## config.mk

```make
export PLATFORM = sky130hd
export DESIGN_NAME = if_id_inst_queue_flat
export DESIGN_NICKNAME = d
export VERILOG_FILES = /design/src/rtl/if_id_inst_queue_if.sv /design/src/rtl/if_id_inst_queue.sv /design/src/flat_wrapper.sv
export SDC_FILE = /design/constraint.sdc
export NUM_CORES = 1
export LEC_CHECK = 0
export ABC_AREA = 1
export ABC_CLOCK_PERIOD_IN_PS = 3840
export CAP_MARGIN = 25
export CORE_MARGIN = 2
export CORE_UTILIZATION = 55
export DETAILED_ROUTE_END_ITERATION = 8
export PLACE_DENSITY = 0.79
export SLEW_MARGIN = 30
export SYNTH_ARGS = -nofsm -noshare
export SYNTH_HDL_FRONTEND = slang
export SYNTH_SLANG_ARGS = --single-unit
```

## constraint.sdc

```tcl
create_clock -name clock -period 3.84 [get_ports clock]
set_clock_uncertainty 0.1 [all_clocks]
set_input_delay 0.768 -clock clock [delete_from_list [all_inputs] [get_ports clock]]
set_output_delay 0.768 -clock clock [all_outputs]
set_load 0.02 [all_outputs]
```

## src/rtl/if_id_inst_queue_if.sv

```systemverilog
// Fetch/decode handshake bundle for the instruction queue.
// slave is the queue side; master is the fetch/decode (or bench) side.
interface if_id_inst_queue_if #(
  parameter int unsigned CNT_W = 3
);
  logic             in_valid;
  logic             in_ready;
  logic [31:0]      in_pc;
  logic [31:0]      in_inst;
  logic             out_valid;
  logic             out_ready;
  logic [31:0]      out_pc;
  logic [31:0]      out_inst;
  logic             out_is_ctrl;
  logic             flush;
  logic [CNT_W-1:0] count;
  logic [31:0]      drop_cnt;

  modport slave (
    input  in_valid, in_pc, in_inst, out_ready, flush,
    output in_ready, out_valid, out_pc, out_inst, out_is_ctrl, count, drop_cnt
  );

  modport master (
    output in_valid, in_pc, in_inst, out_ready, flush,
    input  in_ready, out_valid, out_pc, out_inst, out_is_ctrl, count, drop_cnt
  );
endinterface

```

## src/rtl/if_id_inst_queue.sv

```systemverilog
// Fetch-to-decode instruction FIFO with control-flow predecode and redirect flush.
// Occupancy is tracked by count; pointers only address storage.
module if_id_inst_queue #(
  parameter int unsigned DEPTH = 4,
  parameter int unsigned CNT_W = 3
) (
  input logic               clock,
  input logic               reset,
  if_id_inst_queue_if.slave bus_io
);

  localparam int unsigned       PtrW     = $clog2(DEPTH);
  localparam logic [CNT_W-1:0]  DepthCnt = CNT_W'(DEPTH);

  typedef struct packed {
    logic [31:0] pc;
    logic [31:0] inst;
    logic        is_ctrl;
  } entry_t;

  entry_t           mem_q [DEPTH];
  entry_t           mem_d [DEPTH];
  logic [PtrW-1:0]  head_q, head_d;
  logic [PtrW-1:0]  tail_q, tail_d;
  logic [CNT_W-1:0] count_q, count_d;
  logic [31:0]      drop_cnt_q, drop_cnt_d;

  logic             in_ready;
  logic             out_valid;
  logic             push;
  logic             pop;
  logic             in_is_ctrl;
  logic [CNT_W-1:0] discard;
  logic [32:0]      drop_sum;

  // Handshake qualifiers; in_ready deliberately ignores out_ready.
  always_comb begin
    in_ready  = reset & ~bus_io.flush & (count_q < DepthCnt);
    out_valid = (count_q != '0);
    push      = bus_io.in_valid & in_ready;
    pop       = out_valid & bus_io.out_ready;
  end

  // JAL, JALR and BRANCH opcodes.
  always_comb begin
    in_is_ctrl = 1'b0;
    unique case (bus_io.in_inst[6:0])
      7'b1101111,
      7'b1100111,
      7'b1100011: in_is_ctrl = 1'b1;
      default:    in_is_ctrl = 1'b0;
    endcase
  end

  always_comb begin
    mem_d      = mem_q;
    head_d     = head_q;
    tail_d     = tail_q;
    count_d    = count_q;
    drop_cnt_d = drop_cnt_q;
    discard    = count_q - CNT_W'(pop);
    drop_sum   = {1'b0, drop_cnt_q} + 33'(discard);

    if (bus_io.flush) begin
      head_d     = '0;
      tail_d     = '0;
      count_d    = '0;
      drop_cnt_d = drop_sum[32] ? 32'hFFFF_FFFF : drop_sum[31:0];
    end else begin
      if (push) begin
        mem_d[tail_q] = '{pc: bus_io.in_pc, inst: bus_io.in_inst, is_ctrl: in_is_ctrl};
        tail_d        = tail_q + PtrW'(1);
      end
      if (pop) begin
        head_d = head_q + PtrW'(1);
      end
      count_d = count_q + CNT_W'(push) - CNT_W'(pop);
    end
  end

  always_ff @(posedge clock) begin
    if (!reset) begin
      for (int i = 0; i < DEPTH; i++) begin
        mem_q[i] <= '0;
      end
      head_q     <= '0;
      tail_q     <= '0;
      count_q    <= '0;
      drop_cnt_q <= '0;
    end else begin
      for (int i = 0; i < DEPTH; i++) begin
        mem_q[i] <= mem_d[i];
      end
      head_q     <= head_d;
      tail_q     <= tail_d;
      count_q    <= count_d;
      drop_cnt_q <= drop_cnt_d;
    end
  end

  // Head fields are zeroed while empty so decode never sees stale data.
  always_comb begin
    bus_io.in_ready    = in_ready;
    bus_io.out_valid   = out_valid;
    bus_io.out_pc      = out_valid ? mem_q[head_q].pc      : 32'h0;
    bus_io.out_inst    = out_valid ? mem_q[head_q].inst    : 32'h0;
    bus_io.out_is_ctrl = out_valid ? mem_q[head_q].is_ctrl : 1'b0;
    bus_io.count       = count_q;
    bus_io.drop_cnt    = drop_cnt_q;
  end

endmodule

```

## src/flat_wrapper.sv

```systemverilog
// flat-port wrapper written by rule: the top's interface ports become plain ports
module if_id_inst_queue_flat 
#(
  parameter int unsigned DEPTH = 4,
  parameter int unsigned CNT_W = 3
)
  (clock, reset, bus_io_in_valid, bus_io_in_pc, bus_io_in_inst, bus_io_out_ready, bus_io_flush, bus_io_in_ready, bus_io_out_valid, bus_io_out_pc, bus_io_out_inst, bus_io_out_is_ctrl, bus_io_count, bus_io_drop_cnt);
  if_id_inst_queue_if #(.CNT_W(CNT_W)) bus_io_i ();
  input logic clock;
  input logic reset;
  input wire logic [$bits(bus_io_i.in_valid)-1:0] bus_io_in_valid;
  input wire logic [$bits(bus_io_i.in_pc)-1:0] bus_io_in_pc;
  input wire logic [$bits(bus_io_i.in_inst)-1:0] bus_io_in_inst;
  input wire logic [$bits(bus_io_i.out_ready)-1:0] bus_io_out_ready;
  input wire logic [$bits(bus_io_i.flush)-1:0] bus_io_flush;
  output wire logic [$bits(bus_io_i.in_ready)-1:0] bus_io_in_ready;
  output wire logic [$bits(bus_io_i.out_valid)-1:0] bus_io_out_valid;
  output wire logic [$bits(bus_io_i.out_pc)-1:0] bus_io_out_pc;
  output wire logic [$bits(bus_io_i.out_inst)-1:0] bus_io_out_inst;
  output wire logic [$bits(bus_io_i.out_is_ctrl)-1:0] bus_io_out_is_ctrl;
  output wire logic [$bits(bus_io_i.count)-1:0] bus_io_count;
  output wire logic [$bits(bus_io_i.drop_cnt)-1:0] bus_io_drop_cnt;
  assign bus_io_i.in_valid = bus_io_in_valid;
  assign bus_io_i.in_pc = bus_io_in_pc;
  assign bus_io_i.in_inst = bus_io_in_inst;
  assign bus_io_i.out_ready = bus_io_out_ready;
  assign bus_io_i.flush = bus_io_flush;
  assign bus_io_in_ready = bus_io_i.in_ready;
  assign bus_io_out_valid = bus_io_i.out_valid;
  assign bus_io_out_pc = bus_io_i.out_pc;
  assign bus_io_out_inst = bus_io_i.out_inst;
  assign bus_io_out_is_ctrl = bus_io_i.out_is_ctrl;
  assign bus_io_count = bus_io_i.count;
  assign bus_io_drop_cnt = bus_io_i.drop_cnt;
  if_id_inst_queue #(.DEPTH(DEPTH), .CNT_W(CNT_W)) u_core (.clock(clock), .reset(reset), .bus_io(bus_io_i));
endmodule
```

==> summary.md <==
| Metric | Value |
|---|---|
| Outcome | finished clean |
| DIE HEIGHT | 161.3 um |
| Cell Area, Placed | 0.01536 mm^2 |
| Post-synth design cell area | 0.01360 mm^2 |
| Non-filler cells, final | 2347 |
| Min-delay src | u_core.mem_q[191] |
| P per Cell Area | 400.1 mW/mm^2 |
| Reg2reg start | u_core.bus_io.count[2] |
| Largest net degree at the start of global routing | 134 |
| Vias per cell | 5.767 |
| Crit-path max FO | 66 |
| Critical path startpoint category | register |
| Max Buffers Root-to-Sink | 3 |
| Crit-path slowest cell | buf_4 |
| Placed insts | 2290 |
| GRT Resource Usage Total | 0.2954 |
| Min Clock Period, post-route | 3642 ps |
| Post-synth EDFFs | 0 |
| Hold Path Stages | 2 |
| Distinct cells, synth | 33 |
| Setup_tns | 0 ps |
| H-tree levels | 1 |
| WS Path Type | reg2out |
| Multi-input logic area | 0.006195 mm^2 |
| IO Count | 171 |
| Nets | 2080 |
| Area share of the largest cell type after synthesis | 0.4401 |
| Site Rows | 57 |
| Share of layout cells above drive strength 1 | 0.05341 |
| Final ANT Viol Nets | 0 |
| Max incr delay on CP | 760 ps |
| Count of endpoints failing setup in the final report | 0 |
| Maximum vdd drop | 349.9 uV |
| Ys Warns | 0 |
| Final instance area | 0.01636 mm^2 |
| Initial antenna violation count | 0 |
| Die width | 161.3 um |
| Syn nets | 2002 |
| Clock root buffer | clkbuf_16 |
| CORE AREA | 0.02432 mm^2 |
| R2r endpoint | u_core.bus_io.drop_cnt[14] |
| Worst Hold Endpoint | u_core.mem_q[191] |
| Fill cell count | 2081 |
| Clk sinks | 299 |
| Fmax | 274.6 MHz |
| Initial core utilization | 0.5592 |
| Post-Synth XOR/XNOR Area | 0.005152 |
| GPL Wtd Cong | 0.8906 |
| Synth Register Bits | 299 |
| Max-cap violations | 0 |
| Hold_buf cts | 0 |
| Routed vias | 13.54k |
| Syn Inst Count | 1920 |
| Mux cell area share after synthesis | 0 |
| DRT Wirelength | 39070 um |
| Crit path buffers/inverters | 2 |
| Ranking of synthesized cells by area | dfxtp_1 44%, a21oi_1 17%, o21ai_0 10% |
| Synth area leader | dfxtp_1 |
| Post-synthesis average cell area | 7.084 um^2 |
| Top FF cell, synth | dfxtp_1 |
| Area Growth Syn to Fin | 20.28% |
| CTS tree | built |
| CTS buffer count | 30 |
| Drt first-iter violations | 1278 |
| Clk pin slew, worst setup/hold paths | 60 ps |
| Lkg Pwr | 5.385 nW |
| Slew Viols, Final | 0 |
| First-pass GRT wire length | 63870 um |
| FF-to-FF path depth | 17 |
| Vias in the first global route | 12.76k |
| Worst slew pin tran | 915.7 ps |
| Synth Area in Compound Gates | 0.2757 |
| Setup crit end kind | output pin |
| Overflow after GRT | 0 |
| Reg area | 0.005991 mm^2 |
| Crit-path leading delay family | buffers and inverters |
| Post-synth ARST share | 0 |
| R2r setup slk | 690 ps |
| Worst Hold Margin | 352.5 ps |
| Worst EP arrival | 2770 ps |
| Hold Path Class | reg2reg |
| Unrepaired setup endpoints after global routing | false |
| Hold Vio Cnt, Final | 0 |
| Most frequent cells in the layout | 468 x a21oi_1, 297 x dfxtp_1, 273 x o21ai_0, 238 x nand2_1, 197 x inv_1 |
| Final worst-path cycle share | 0.9484 |
| Max-slew headroom | 0.3896 |
| Combinational family with the most area after synthesis | compound AO/OA/AOI/OAI gates |
| I/O Buffers | 170 |
| Die ar. | 0.02600 mm^2 |
| Required time worst endpoint | 2970 ps |
| CP cell instances | nor3_2 > buf_4 > a21oi_1 > clkdlybuf4s50_1 |
| Most common cell after layout, fill and taps aside | a21oi_1 |
| First-pass detailed-route iteration total | 6 |
| Post-route DRC | 0 |
| Adder-Cell Fraction of Synth Area | 0.01306 |
| Seq/Total Area, Yosys | 0.4401 |
| Post-CTS Setup Bufs | 0 |
| Post-Synth Simple-Gate Area | 0.1593 |
| WL/cell | 16.65 um |
| Post-DP HPWL | 22620 um |
| Worst skew pair latency | 560 ps |
[power by group]
group | internal [mW] | leakage (nW) | switching (mW)
logic | 0.175 | 2.48 | 0.308
clock network | 1.66 | 0.489 | 1.25
registers | 3.13 | 2.41 | 0.0200
[Yosys cell counts (all sizes together) (2+ instances only)]
library cell  count
nand2           243
nand4            13
xnor2             3
a21oi           468
clkbuf          103
nor2             61
nand3           169
dfxtp           299
inv             200
fa                2
xor2              5
nor3              3
buf              53
ha               11
nand3b            2
or2               2
o21ai           273
a31oi             3
[per-stage QoR]
step	setup slack, ps	util	power (mW)
4_1_cts	137.4	0.6725	6.573
5_1_grt	57.01	0.6725	6.752
3_3_place_gp	137.6	0.6317	3.688
6_report	198.0	0.6726	6.545
2_1_floorplan	702.8	-	3.479
3_5_place_dp	5.210	0.6317	3.697
[per-layer routing]
metal  vias up  GRT usage  share of wire  wire (um)
met5         -          0              0          0
met4         0    0.09375          0.026       1018
met3        86    0.03518          0.072       2812
met2       550     0.4992           0.48      18700
met1      6313     0.3968           0.42      16530
li1       6587          -              -          -
[cells by family (layout without fill, tap and decap cells)]
| logic type | Yosys count | count (layout) |
|---|---|---|
| fa+ha+maj | 13 | 13 |
| simple gates | 496 | 496 |
| compound gates | 747 | 747 |
| xor+xnor | 8 | 8 |
| other cells | 0 | 1 |
| buf+inv | 357 | 459 |
| flops | 299 | 299 |
[worst reg2reg max path, stage by stage (launching register included)]
cell and delay [ps]:
dfxtp_1 570, nor3_2 80, nor2_1 150, ha_1 200, inv_1 50, ha_1 290
inv_1 60, fa_1 430, inv_1 70, nand3_1 60, nand2_1 160, nand2_1 100
nor2_1 160, nand3_2 180, buf_12 210, nand2_1 60, o21ai_0 70, inv_1 100
[flip-flops by register name, summed over array words and instances (netlist names)]
| register | cells |
|---|---|
| u_core.mem_q | 260 |
| u_core.bus_io.drop_cnt | 32 |
| u_core.bus_io.count | 3 |
| u_core.head_q | 2 |
| u_core.tail_q | 2 |
[worst max-delay path by stage]
stage	start	end	slack (ps)	cells after the start
2_1_floorplan	bus_io_out_ready	u_core.bus_io.drop_cnt[20]	700	16
3_3_place_gp	bus_io_out_ready	u_core.bus_io.drop_cnt[18]	140	18
3_5_place_dp	bus_io_out_ready	u_core.bus_io.drop_cnt[14]	5	18
4_1_cts	u_core.head_q[0]	bus_io_out_pc[31]	140	6
5_1_grt	u_core.bus_io.count[1]	bus_io_out_pc[31]	60	4
6_report	u_core.bus_io.count[1]	bus_io_out_pc[2]	200	4
[final cells by class]
type | count | share of cell area
multi-input combinational | 1264 | 0.3787
sequential | 299 | 0.3662
timing repair buffer | 202 | 0.1231
clock buffer | 40 | 0.05316
inverter | 201 | 0.04643
tap | 324 | 0.02478
clock inverter | 16 | 0.007419
antenna | 1 | 0.0001530
[what timing repair did]
action | in CTS | in global routing
resized for setup | 0 | 1
endpoints found under the setup margin | 0 | 1
endpoints found under the hold margin | 0 | 0
No activity file was read; power rests on OpenSTA's default activity.
